**src/rtl/serial_arith_pkg.sv**
```systemverilog
`default_nettype none
// ============================================================================
//  Module      : serial_arith_pkg
//  Description : Shared definitions for the bit-serial arithmetic units
//                (subtractor now, adder variant later): sequencer state
//                encoding and the default operand width.
//  Revision    : 1.0  initial release
// ============================================================================
package serial_arith_pkg;

    // Default operand / result width in bits.
    localparam int c_DEFAULT_WIDTH = 8;

    // Sequencer states shared by all serial arithmetic units.
    typedef enum logic [1:0] {
        ST_IDLE  = 2'd0,
        ST_SHIFT = 2'd1,
        ST_DONE  = 2'd2
    } state_t;

endpackage : serial_arith_pkg
`default_nettype wire

```
**src/rtl/full_subtractor.sv**
```systemverilog
`default_nettype none
// ============================================================================
//  Module      : full_subtractor
//  Description : Combinational one-bit subtractor cell, d = a - b - bin.
//                Ports:
//                  i_a    - minuend bit
//                  i_b    - subtrahend bit
//                  i_bin  - borrow in
//                  o_d    - difference bit
//                  o_bout - borrow out
//  Revision    : 1.0  initial release
// ============================================================================
module full_subtractor (
    input  logic i_a,
    input  logic i_b,
    input  logic i_bin,
    output logic o_d,
    output logic o_bout
);

    logic w_ab_xor;

    assign w_ab_xor = i_a ^ i_b;
    assign o_d      = w_ab_xor ^ i_bin;
    // A borrow leaves this bit when b exceeds a outright, or when a and b
    // are equal and a borrow is already pending from the bit below.
    assign o_bout   = (~i_a & i_b) | (~w_ab_xor & i_bin);

endmodule : full_subtractor
`default_nettype wire

```
**src/rtl/serial_subtractor.sv**
```systemverilog
`default_nettype none
// ============================================================================
//  Module      : serial_subtractor
//  Description : Bit-serial subtractor computing {bo, d} = a - b - bi over
//                WIDTH clock cycles, LSB first, with a start/done handshake.
//                WIDTH must be at least 2.
//                Ports:
//                  clk      - rising-edge clock
//                  rst_n    - synchronous active-low reset
//                  i_start  - request, sampled only while idle
//                  i_a      - minuend, sampled with i_start
//                  i_b      - subtrahend, sampled with i_start
//                  i_bi     - borrow in, sampled with i_start
//                  o_busy   - high while bits are being processed
//                  o_done   - one-cycle pulse when o_d / o_bo become valid
//                  o_d      - difference, held until the next completion
//                  o_bo     - borrow out (sign of the WIDTH+1-bit result)
//  Revision    : 1.0  initial release
// ============================================================================
module serial_subtractor
    import serial_arith_pkg::*;
#(
    parameter int WIDTH = c_DEFAULT_WIDTH
) (
    input  logic             clk,
    input  logic             rst_n,
    input  logic             i_start,
    input  logic [WIDTH-1:0] i_a,
    input  logic [WIDTH-1:0] i_b,
    input  logic             i_bi,
    output logic             o_busy,
    output logic             o_done,
    output logic [WIDTH-1:0] o_d,
    output logic             o_bo
);

    localparam int             CW     = $clog2(WIDTH);
    localparam logic [CW-1:0]  c_LAST = CW'(WIDTH - 1);

    state_t             r_state;
    state_t             w_next_state;

    logic [WIDTH-1:0]   r_a;
    logic [WIDTH-1:0]   r_b;
    logic [WIDTH-1:0]   r_res;
    logic               r_br;
    logic [CW-1:0]      r_cnt;
    logic [WIDTH-1:0]   r_d;
    logic               r_bo;

    logic               w_diff;
    logic               w_bout;
    logic               w_last;
    logic [WIDTH-1:0]   w_res_next;
    logic               w_unused_res_lsb;

    // ------------------------------------------------------------------
    // One-bit arithmetic cell working on the current operand LSBs.
    // ------------------------------------------------------------------
    full_subtractor u_cell (
        .i_a    (r_a[0]),
        .i_b    (r_b[0]),
        .i_bin  (r_br),
        .o_d    (w_diff),
        .o_bout (w_bout)
    );

    assign w_last     = (r_cnt == c_LAST);
    // Each new difference bit enters at the MSB; after WIDTH shifts the
    // first (LSB) bit has arrived at position 0.
    assign w_res_next = {w_diff, r_res[WIDTH-1:1]};
    // The old LSB falls off the end of the result shift register.
    assign w_unused_res_lsb = r_res[0];

    // ------------------------------------------------------------------
    // State register
    // ------------------------------------------------------------------
    always_ff @(posedge clk) begin
        if (!rst_n) begin
            r_state <= ST_IDLE;
        end else begin
            r_state <= w_next_state;
        end
    end

    // ------------------------------------------------------------------
    // Next-state logic
    // ------------------------------------------------------------------
    always_comb begin
        w_next_state = r_state;
        case (r_state)
            ST_IDLE: begin
                if (i_start) begin
                    w_next_state = ST_SHIFT;
                end
            end
            ST_SHIFT: begin
                if (w_last) begin
                    w_next_state = ST_DONE;
                end
            end
            ST_DONE: begin
                w_next_state = ST_IDLE;
            end
            default: begin
                w_next_state = ST_IDLE;
            end
        endcase
    end

    // ------------------------------------------------------------------
    // Datapath: operand shifters, borrow flop, counter, result registers
    // ------------------------------------------------------------------
    always_ff @(posedge clk) begin
        if (!rst_n) begin
            r_a   <= '0;
            r_b   <= '0;
            r_res <= '0;
            r_br  <= 1'b0;
            r_cnt <= '0;
            r_d   <= '0;
            r_bo  <= 1'b0;
        end else begin
            case (r_state)
                ST_IDLE: begin
                    if (i_start) begin
                        r_a   <= i_a;
                        r_b   <= i_b;
                        r_br  <= i_bi;
                        r_cnt <= '0;
                        r_res <= '0;
                    end
                end
                ST_SHIFT: begin
                    r_a   <= r_a >> 1;
                    r_b   <= r_b >> 1;
                    r_br  <= w_bout;
                    r_res <= w_res_next;
                    if (w_last) begin
                        // Publish on the edge that enters DONE; the
                        // counter stays put rather than wrapping.
                        r_d  <= w_res_next;
                        r_bo <= w_bout;
                    end else begin
                        r_cnt <= r_cnt + CW'(1);
                    end
                end
                default: begin
                end
            endcase
        end
    end

    assign o_busy = (r_state == ST_SHIFT);
    assign o_done = (r_state == ST_DONE);
    assign o_d    = r_d;
    assign o_bo   = r_bo;

endmodule : serial_subtractor
`default_nettype wire

```
**config.mk**
```make
export PLATFORM = sky130hd
export DESIGN_NAME = serial_subtractor
export DESIGN_NICKNAME = d
export VERILOG_FILES = /design/src/rtl/serial_arith_pkg.sv /design/src/rtl/full_subtractor.sv /design/src/rtl/serial_subtractor.sv
export SDC_FILE = /design/constraint.sdc
export NUM_CORES = 1
export LEC_CHECK = 0
export CORE_AREA = 3 3 74 76
export CTS_CLUSTER_DIAMETER = 80
export CTS_CLUSTER_SIZE = 25
export DETAILED_ROUTE_END_ITERATION = 10
export DIE_AREA = 0 0 77 79
export GPL_ROUTABILITY_DRIVEN = 0
export GPL_TIMING_DRIVEN = 0
export PLACE_DENSITY = 0.64
export RECOVER_POWER = 100
export SYNTH_ARGS = -nofsm -noshare
export SYNTH_HDL_FRONTEND = slang
export SYNTH_SLANG_ARGS = --single-unit
export TNS_END_PERCENT = 10
```
**constraint.sdc**
```tcl
create_clock -name clk -period 2.65 [get_ports clk]
set_input_delay 0.3975 -clock clk [delete_from_list [all_inputs] [get_ports clk]]
set_output_delay 0.3975 -clock clk [all_outputs]
set_load 0.005 [all_outputs]
```
==> results of run 1 <==
metal layers:
layer / up-vias / share of wire [%] / global-route usage (%)
met3: 6 / 4.3 / 4.42
met1: 580 / 48 / 14.4
li1: 667 / - / -
met5: - / 0 / 0
met4: 0 / 1.4 / 3.74
met2: 29 / 47 / 20.3
report_power, final:
part	internal [mW]	switching, mW	total, mW
sequential	0.599	0.0148	0.614
clock	0.277	0.208	0.485
combinational	0.0876	0.0866	0.174
state kept, by name (all words and copies together) (netlist names):
register,cells
r_b,8
r_a,8
r_br,1
r_state,2
r_res,7
r_cnt,3
o_bo,1
o_d,8
area by class of cell:
type	instances	area, um^2
well taps	67	83.8
plain buffers	12	90.1
flip-flops and latches	38	761
multi-input cells	113	788
fillers	494	2640
clock buffers	5	68.8
inverters	5	18.8
repair buffers	30	300
clock inverters	3	40.0
tightest hold or removal path: cells and delay by family, from the launching register on:
family / cells / cell delay [ps]
AOI/OAI and AO/OA: 1 / 50
DFF: 1 / 310
and+or+nand+nor: 1 / 50
path summary, 6_finish.rpt:
| path | end | start | slack (ps) | cells past startpoint |
|---|---|---|---|---|
| worst max-delay path | o_busy | r_state[0]$_SDFFE_PN0P_ | 580 | 5 |
| worst min-delay path | o_d[3]$_SDFFE_PN0P_ | o_d[3]$_SDFFE_PN0P_ | 450 | 2 |
| worst max register to register | o_d[5]$_SDFFE_PN0P_ | r_cnt[0]$_SDFFE_PN0P_ | 620 | 6 |
| worst min register to register | o_d[3]$_SDFFE_PN0P_ | o_d[3]$_SDFFE_PN0P_ | 450 | 2 |
cell families (layout without fill, tap and decap cells):
kind of cell	Yosys count	in the layout	synth area share [%]
simple gates	56	56	17.4
compound gates	39	39	20.0
flops	38	38	44.5
buf+inv	17	55	6.73
mux	15	15	8.78
fa+ha+maj	3	3	2.64
layout by cell type, fill, tap and decap left out, types with 5 or more instances in the layout:
cell type,count
inv_1,5
a211oi_1,12
a22oi_1,8
nor2_1,26
dlygate4sd3_1,12
mux2i_1,15
clkdlybuf4s50_1,18
dfxtp_1,38
nand2_1,13
clkbuf_1,5
nand3_2,8
clkbuf_8,5
a21oi_1,9
==> metrics.txt, run 1 <==
Pleak 0.818 nW; vias per inst roughly 4.7; Slowest-stage cell, CP clkdlybuf4s50_1; largest net degree at the start of global routing 13; min-delay worst type register to register; CP Cell Sequence buf_6 -> nor2b_2 -> buf_6 -> buf_8 -> clkdlybuf4s50_1; clk_lat worst skew 290 ps; number of I/O port buffers 30; CP bufs+invs 4; crit share post-route 78.2%; Synthesized Nets 191; Setup crit start kind register; first-pass GRT wire length roughly 5800 um; Final Hold Viols 0; top-count cell post-synth dfxtp_1; drt first pass iters 4; CP Capture Type output port; num rows 25; initial antenna violation count 0; GR Overflow Total 0; Initial Util 35.7%; CTS Buf Count 5; share of post-route cells with drive strength above 1 14.6%; CTS tree yes; vias in the first global route 1275; outcome finished clean; residual DRC count 0; FFs w/ async S/R, synth 0%; GR Util All Layers 12.1%; Reg clk slew, reported paths 80 ps; delay-heaviest family, CP buffers and inverters; utilization after layout around 45%; synth warn 0; Core Area 4790 um^2; per-cell routed wire length about 12 um; HPWL after detailed placement ~2400 um; Max Clock Skew 3.43 ps; Worst-Margin Slew 622 ps; RSZ-0062 raised after global routing false; area leader, netlist dfxtp_1; Setup TNS 0 ps; final worst slack 578 ps; final net count 228; hold_buf cts 0; Worst VDD drop 0.000351 V; CTS resizes 0; H-tree depth 2; post-route ant nets 0; P&R area growth vs syn 25.8%; Slew Limit Fails 0; FMAX 483 MHz; Final setup viols 0; post-CTS setup buffer count 0; die height 79 um; Final Critical Period 2070 ps; max-capacitance violation count 0; sequential share of the synthesized area 44.5%; Avg Synthesized Cell Area between 10 and 15 um^2; Synth Register Bits 38; Synth area leaders dfxtp_1 (45%), mux2i_1 (8.8%), a211oi_2 (7.3%), nor2_1 (5.7%), nand3_2 (4.7%); CP max FO 10; critical path required time 2250 ps; Place WS 735 ps; Synth top cells by count dfxtp_1 (38), nor2_1 (26), mux2i_1 (15); Mapped Cells 168; CP peak stage delay between 500 and 600 ps; DR vias between 1000 and 1500; Root Driver clkbuf_8; pwr dens 592 nW/um^2; hold slack 450 ps; # clock sinks 38; Arr. time, crit path 1670 ps; CP most frequent cell buf_6; Post-synth EDFFs 0; antenna cells 0; Yosys top cell area share between 40% and 50%; I/O pin cnt 31; Synth cell types 31; Tot Pwr 1.27 mW; Max Root-Sink Buffers 2; final std cells w/o fill 273; Mapped Area 1710 um^2; chip width 77 um; most common flop cell mapped by yosys dfxtp_1; Slew HR 58.5%; DIE AREA 6080 um^2; DP Cell Count 265; dpl cell area 2090 um^2; cell area after layout 2150 um^2; Routed WL 3390 um; drt initial violations 67; CP Class register to output port
(Power assumes the default switching activity.)
==> run 2, diff against run 1 <==
==> constraint.sdc (replaced) <==
create_clock -name clk -period 2.1 [get_ports clk]
set_input_delay 0.315 -clock clk [delete_from_list [all_inputs] [get_ports clk]]
set_output_delay 0.315 -clock clk [all_outputs]
set_load 0.005 [all_outputs]
==> metrics.txt, run 2 (synthesis results as in run 1) <==
CP max FO 10 (unchanged); post-route ant nets 0 (unchanged); Pleak 0.819 nW (about the same); outcome finished clean; largest net degree at the start of global routing 13 (unchanged); die height 79 um (unchanged); residual DRC count 0 (unchanged); critical path required time 1780 ps (-470 ps); GR Overflow Total 0 (unchanged); utilization after layout 44.9% (unchanged); most common cell after layout, fill and taps aside dfxtp_1; crit share post-route 95.5%; CTS tree yes; P&R area growth vs syn 25.8% (unchanged); Int Power 1.21 mW (+26%); max-capacitance violation count 0 (unchanged); DIE AREA 6080 um^2 (unchanged); FMAX 499 MHz; hold_buf cts 0 (unchanged); Routed WL 3390 um (about the same); vias in the first global route 1275 (unchanged); GR Util All Layers 12.1% (unchanged); crit path from r_state[0]$_SDFFE_PN0P_; Sw Pwr 0.391 mW (+26%); final net count 228 (unchanged); dpl cell area 2090 um^2 (unchanged); num rows 25 (unchanged); Worst VDD drop 0.000443 V (+26%); vias per inst 4.70 (about the same); Slew Limit Fails 0 (unchanged); # clock sinks 38 (unchanged); CP Class register to output port; reg2reg setup slack 230 ps (-390 ps); min-delay worst type register to register; worst r2r src r_cnt[0]$_SDFFE_PN0P_; clk_lat worst skew 290 ps (about the same); share of post-route cells with drive strength above 1 15.0% (+0.49 points); Worst-Margin Slew 646 ps (+24.1 ps); Max Clock Skew 3.76 ps (+0.327 ps); Arr. time, crit path 1690 ps (+20 ps); HPWL after detailed placement 2360 um (unchanged); number of I/O port buffers 30 (unchanged); Max Root-Sink Buffers 2 (unchanged); Fillers 497 (+0.61%); Min-Delay Startpoint o_d[3]$_SDFFE_PN0P_; Setup crit start kind register; per-cell routed wire length 12.4 um (about the same); drt first pass iters 4 (unchanged); combinational share of power 13.6% (about the same); initial antenna violation count 0 (unchanged); post-CTS setup buffer count 0 (unchanged); cell area after layout 2150 um^2 (unchanged); Setup TNS 0 ps (unchanged); Final setup viols 0 (unchanged); first-pass GRT wire length 5810 um (unchanged); CTS Buf Count 5 (unchanged); Initial Util 35.7% (unchanged); CTS resizes 0 (unchanged); Root Driver clkbuf_8; DR vias 1283 (+0.078%); Tot Pwr 1.61 mW (+26%); Clock Power Share 38.2% (about the same); antenna cells 0 (unchanged); Switching Share 24.4% (+0.040 points); Slew HR 56.9% (-1.6 points); pwr dens 747 nW/um^2 (+26%); chip width 77 um (unchanged); CP Capture Type output port; Reg clk slew, reported paths 80 ps (about the same); Final Critical Period 2010 ps; Final Hold Viols 0 (unchanged); drt initial violations 67 (unchanged); Flop pwr share 48.2% (about the same); RSZ-0062 raised after global routing false; H-tree depth 2 (unchanged); Core Area 4790 um^2 (unchanged); commonest cells after routing, fill and taps aside dfxtp_1 (38), nor2_1 (26), clkdlybuf4s50_1 (18); I/O pin cnt 31 (unchanged)
-- run 2: cell type report --
type                    instances  area, um^2  area share [%]
well taps                      67        83.8            3.90
multi-input cells             113         792            36.8
clock inverters                 3        40.0            1.86
clock buffers                   5        68.8            3.20
inverters                       5        18.8           0.873
repair buffers                 30         300            14.0
flip-flops and latches         38         761            35.4
plain buffers                  12        86.3            4.01
-- run 2: critical path: stages, from the launching register on --
cell and delay (ps):
dfxtp_1 330, buf_6 110, nor2b_2 140, buf_6 140, buf_6 160, clkdlybuf4s50_1 510
-- run 2: metal layers --
metal  part of all wire (%)  track usage [%]
met4                    1.4             3.74
met3                    4.3             4.42
met2                     47             20.3
met5                      0                0
met1                     47             14.4
-- run 2: worst paths after layout --
kind / end / cells after the start
setup / recovery: o_busy / 5
hold reg to reg: o_d[3]$_SDFFE_PN0P_ / 2
setup reg to reg: o_d[5]$_SDFFE_PN0P_ / 6
hold / removal: o_d[3]$_SDFFE_PN0P_ / 2
-- run 2: metrics by stage --
step | worst slack (ps) | hold WS [ps] | instances
CTS | 89.5 | 457 | 273
floorplan | 784 | 432 | 168
finish | 94.4 | 450 | 273
global placement | 324 | 441 | 265
detailed placement | 267 | 446 | 265
global route | 34.0 | 475 | 273
-- run 2: power groups by stage --
stage                     registers (mW)  logic (mW)  clock network [mW]
after CTS                          0.775       0.241               0.635
after detailed placement           0.792       0.239                   0
after global routing               0.779       0.241               0.671
final                              0.774       0.219               0.613
after floorplan                    0.787       0.166                   0
after global placement             0.791       0.235                   0
==> run 3, diff against run 2 <==
--- a/config.mk
+++ b/config.mk
@@ -5,16 +5,17 @@
 export SDC_FILE = /design/constraint.sdc
 export NUM_CORES = 1
 export LEC_CHECK = 0
-export CORE_AREA = 3 3 74 76
+export CORE_AREA = 3 3 75 77
 export CTS_CLUSTER_DIAMETER = 80
 export CTS_CLUSTER_SIZE = 25
 export DETAILED_ROUTE_END_ITERATION = 10
-export DIE_AREA = 0 0 77 79
+export DIE_AREA = 0 0 78 80
 export GPL_ROUTABILITY_DRIVEN = 0
 export GPL_TIMING_DRIVEN = 0
-export PLACE_DENSITY = 0.64
+export PLACE_DENSITY = 0.63
 export RECOVER_POWER = 100
 export SYNTH_ARGS = -nofsm -noshare
 export SYNTH_HDL_FRONTEND = slang
+export SYNTH_HIERARCHICAL = 1
 export SYNTH_SLANG_ARGS = --single-unit
 export TNS_END_PERCENT = 10
==> metrics.txt, run 3 <==
most common cell after layout, fill and taps aside dfxtp_1; CP max FO 10 (unchanged); GR Util All Layers 12.0% (-0.088 points); Initial Util 34.1% (-1.6 points); FMAX 493 MHz (-1.2%); first-pass GRT wire length 5750 um (-1.1%); vias per inst 4.75 (+1.1%); DP Cell Count 267 (+0.75%); I/O pin cnt 31 (unchanged); CTS Buf Count 5 (unchanged); Arr. time, crit path 1710 ps (+20 ps); commonest cells after routing, fill and taps aside dfxtp_1 (38), nand2_1 (28), clkdlybuf4s50_1 (19); GR Overflow Total 0 (unchanged); worst r2r src r_cnt[0]$_SDFFE_PN0P_; Slew HR 54.7% (-2.2 points); Slew Limit Fails 0 (unchanged); Setup crit start kind register; drt initial violations 65 (-3.0%); Final Hold Viols 0 (unchanged); Routed WL 3440 um (+1.4%); CP Capture Type output port; Root Driver clkbuf_8; vias in the first global route 1204 (-5.6%); area leader, netlist dfxtp_1; chip width 78 um (+1.3%); top-count cell post-synth dfxtp_1; Synthesized Nets 190 (-0.52%); P&R area growth vs syn 29.3%; final std cells w/o fill 275 (+0.73%); most common flop cell mapped by yosys dfxtp_1; Synth area leaders dfxtp_1 (44%), mux2i_1 (9.3%), o211a_1 (8.7%), nand2_1 (6.1%), a22oi_1 (3.9%); FFs w/ async S/R, synth 0% (unchanged); clk_lat worst skew 290 ps (about the same); crit share post-route 96.6% (+1.1 points); max-capacitance violation count 0 (unchanged); CP Class register to output port; Max Clock Skew 9.87 ps (+6.11 ps); Setup TNS 0 ps (unchanged); critical path required time 1780 ps (about the same); Min-Delay Path Depth 2 (unchanged); pwr dens 785 nW/um^2 (+5.1%); Yosys top cell area share 44.0% (-0.52 points); Worst-Margin Slew 678 ps (+32.1 ps); Final Critical Period 2030 ps (+23.7 ps); number of I/O port buffers 30 (unchanged); post-route ant nets 0 (unchanged); CTS tree yes; CTS resizes 0 (unchanged); Final setup viols 0 (unchanged); Avg Synthesized Cell Area 10.4 um^2 (+1.8%); Reg clk slew, reported paths 80 ps (about the same); residual DRC count 0 (unchanged); Synth Register Bits 38 (unchanged); Pleak 0.990 nW (+21%); share of post-route cells with drive strength above 1 10.2% (-4.8 points); Mapped Cells 167 (-0.60%); Min-Delay Startpoint o_d[7]$_SDFFE_PN0P_; Worst VDD drop 0.000345 V (-22%); outcome finished clean; post-CTS setup buffer count 0 (unchanged); H-tree depth 2 (unchanged); Core Area 5070 um^2 (+6.0%); antenna cells 0 (unchanged); num rows 26 (+4.0%); per-cell routed wire length 12.5 um (+0.68%); reg2reg setup slack 320 ps (+90 ps); HPWL after detailed placement 2440 um (+3.5%); Synth top cells by count dfxtp_1 (38), nand2_1 (28), mux2i_1 (16); Mapped Area 1730 um^2 (+1.2%); Synth cell types 28 (-9.7%); worst r2r path cells 6 (unchanged); synth warn 6 (+6); sequential share of the synthesized area 44.0% (-0.52 points); final net count 227 (-0.44%); initial antenna violation count 0 (unchanged); die height 80 um (+1.3%); hold_buf cts 0 (unchanged); terminus of the critical flop-to-flop path r_cnt[0]$_SDFFE_PN0P_; # clock sinks 38 (unchanged); min-delay worst type register to register; DIE AREA 6240 um^2 (+2.6%); largest net degree at the start of global routing 14 (+1); Max Root-Sink Buffers 2 (unchanged); hold endpoint o_d[7]$_SDFFE_PN0P_; drt first pass iters 4 (unchanged); Post-synth EDFFs 0 (unchanged); DR vias 1307 (+1.9%); RSZ-0062 raised after global routing false
## run 3: changes by cell type in the layout (fill, tap and decap cells not counted), moves of 9 or more
cell and change:
nand2_1 +15, nor2b_1 +9, a211oi_1 -12, nor2_1 -26, o211a_1 +15
## run 3: layout make-up
class,count,area [um^2]
Multi-Input combinational cell,113,821
Sequential cell,38,761
Tap cell,70,87.6
Fill cell,527,2840
Clock inverter,3,68.8
Timing Repair Buffer,30,300
Clock buffer,5,68.8
Inverter,3,11.3
Buffer,13,118
## run 3: worst max-delay path by stage
stage,from,endpoint,slack (ps),depth (start not counted)
finish,r_state[0]$_SDFFE_PN0P_,o_done,70,5
global route,r_state[0]$_SDFFE_PN0P_,o_done,20,5
CTS,r_state[0]$_SDFFE_PN0P_,o_done,60,5
detailed placement,rst_n,r_a[1]$_SDFFE_PN0P_,380,4
global placement,r_state[0]$_SDFFE_PN0P_,o_done,380,5
floorplan,r_cnt[0]$_SDFFE_PN0P_,r_cnt[0]$_SDFFE_PN0P_,670,6
## run 3: where the power goes
group | leakage [nW] | switching [mW] | total [mW] | internal (mW)
registers | 0.311 | 0.0186 | 0.775 | 0.756
logic | 0.611 | 0.103 | 0.232 | 0.130
clock network | 0.0683 | 0.272 | 0.748 | 0.476
total | 0.990 | 0.393 | 1.75 | 1.36
## run 3: critical path, cell delays in order, from the launching register on
cell,delay (ps)
dfxtp_1,310
buf_6,130
buf_12,140
buf_8,150
and2b_2,210
clkdlybuf4s50_1,490
## run 3: logic make-up after synthesis
logic type	Yosys count	share of synthesized area, %
compound gates	38	19.0
fa+ha+maj	3	2.60
buf+inv	16	8.10
flops	38	44.0
mux	16	9.26
simple gates	56	17.0
## run 3: layer usage
metal	part of all wire (%)	up-vias	routed length [um]	global-route usage [%]
met2	45	25	1560	18.8
met1	48	623	1660	15.3
met5	0	-	0	0
li1	-	654	-	-
met4	2.0	0	70	5.77
met3	4.3	5	149	3.16
## run 3: metrics by stage
step           instance area [um^2]  worst slack [ps]  total power [mW]  util (%)  hold WS, ps
6_report                       2240              70.7              1.75      44.1          460
5_1_grt                        2240              21.3              1.83      44.1          499
4_1_cts                        2250              55.3              1.78      44.4          459
3_5_place_dp                   2120               377              1.03      41.7          447
3_3_place_gp                   2120               382              1.03      41.7          444
2_1_floorplan                  1730               670             0.954         -          440
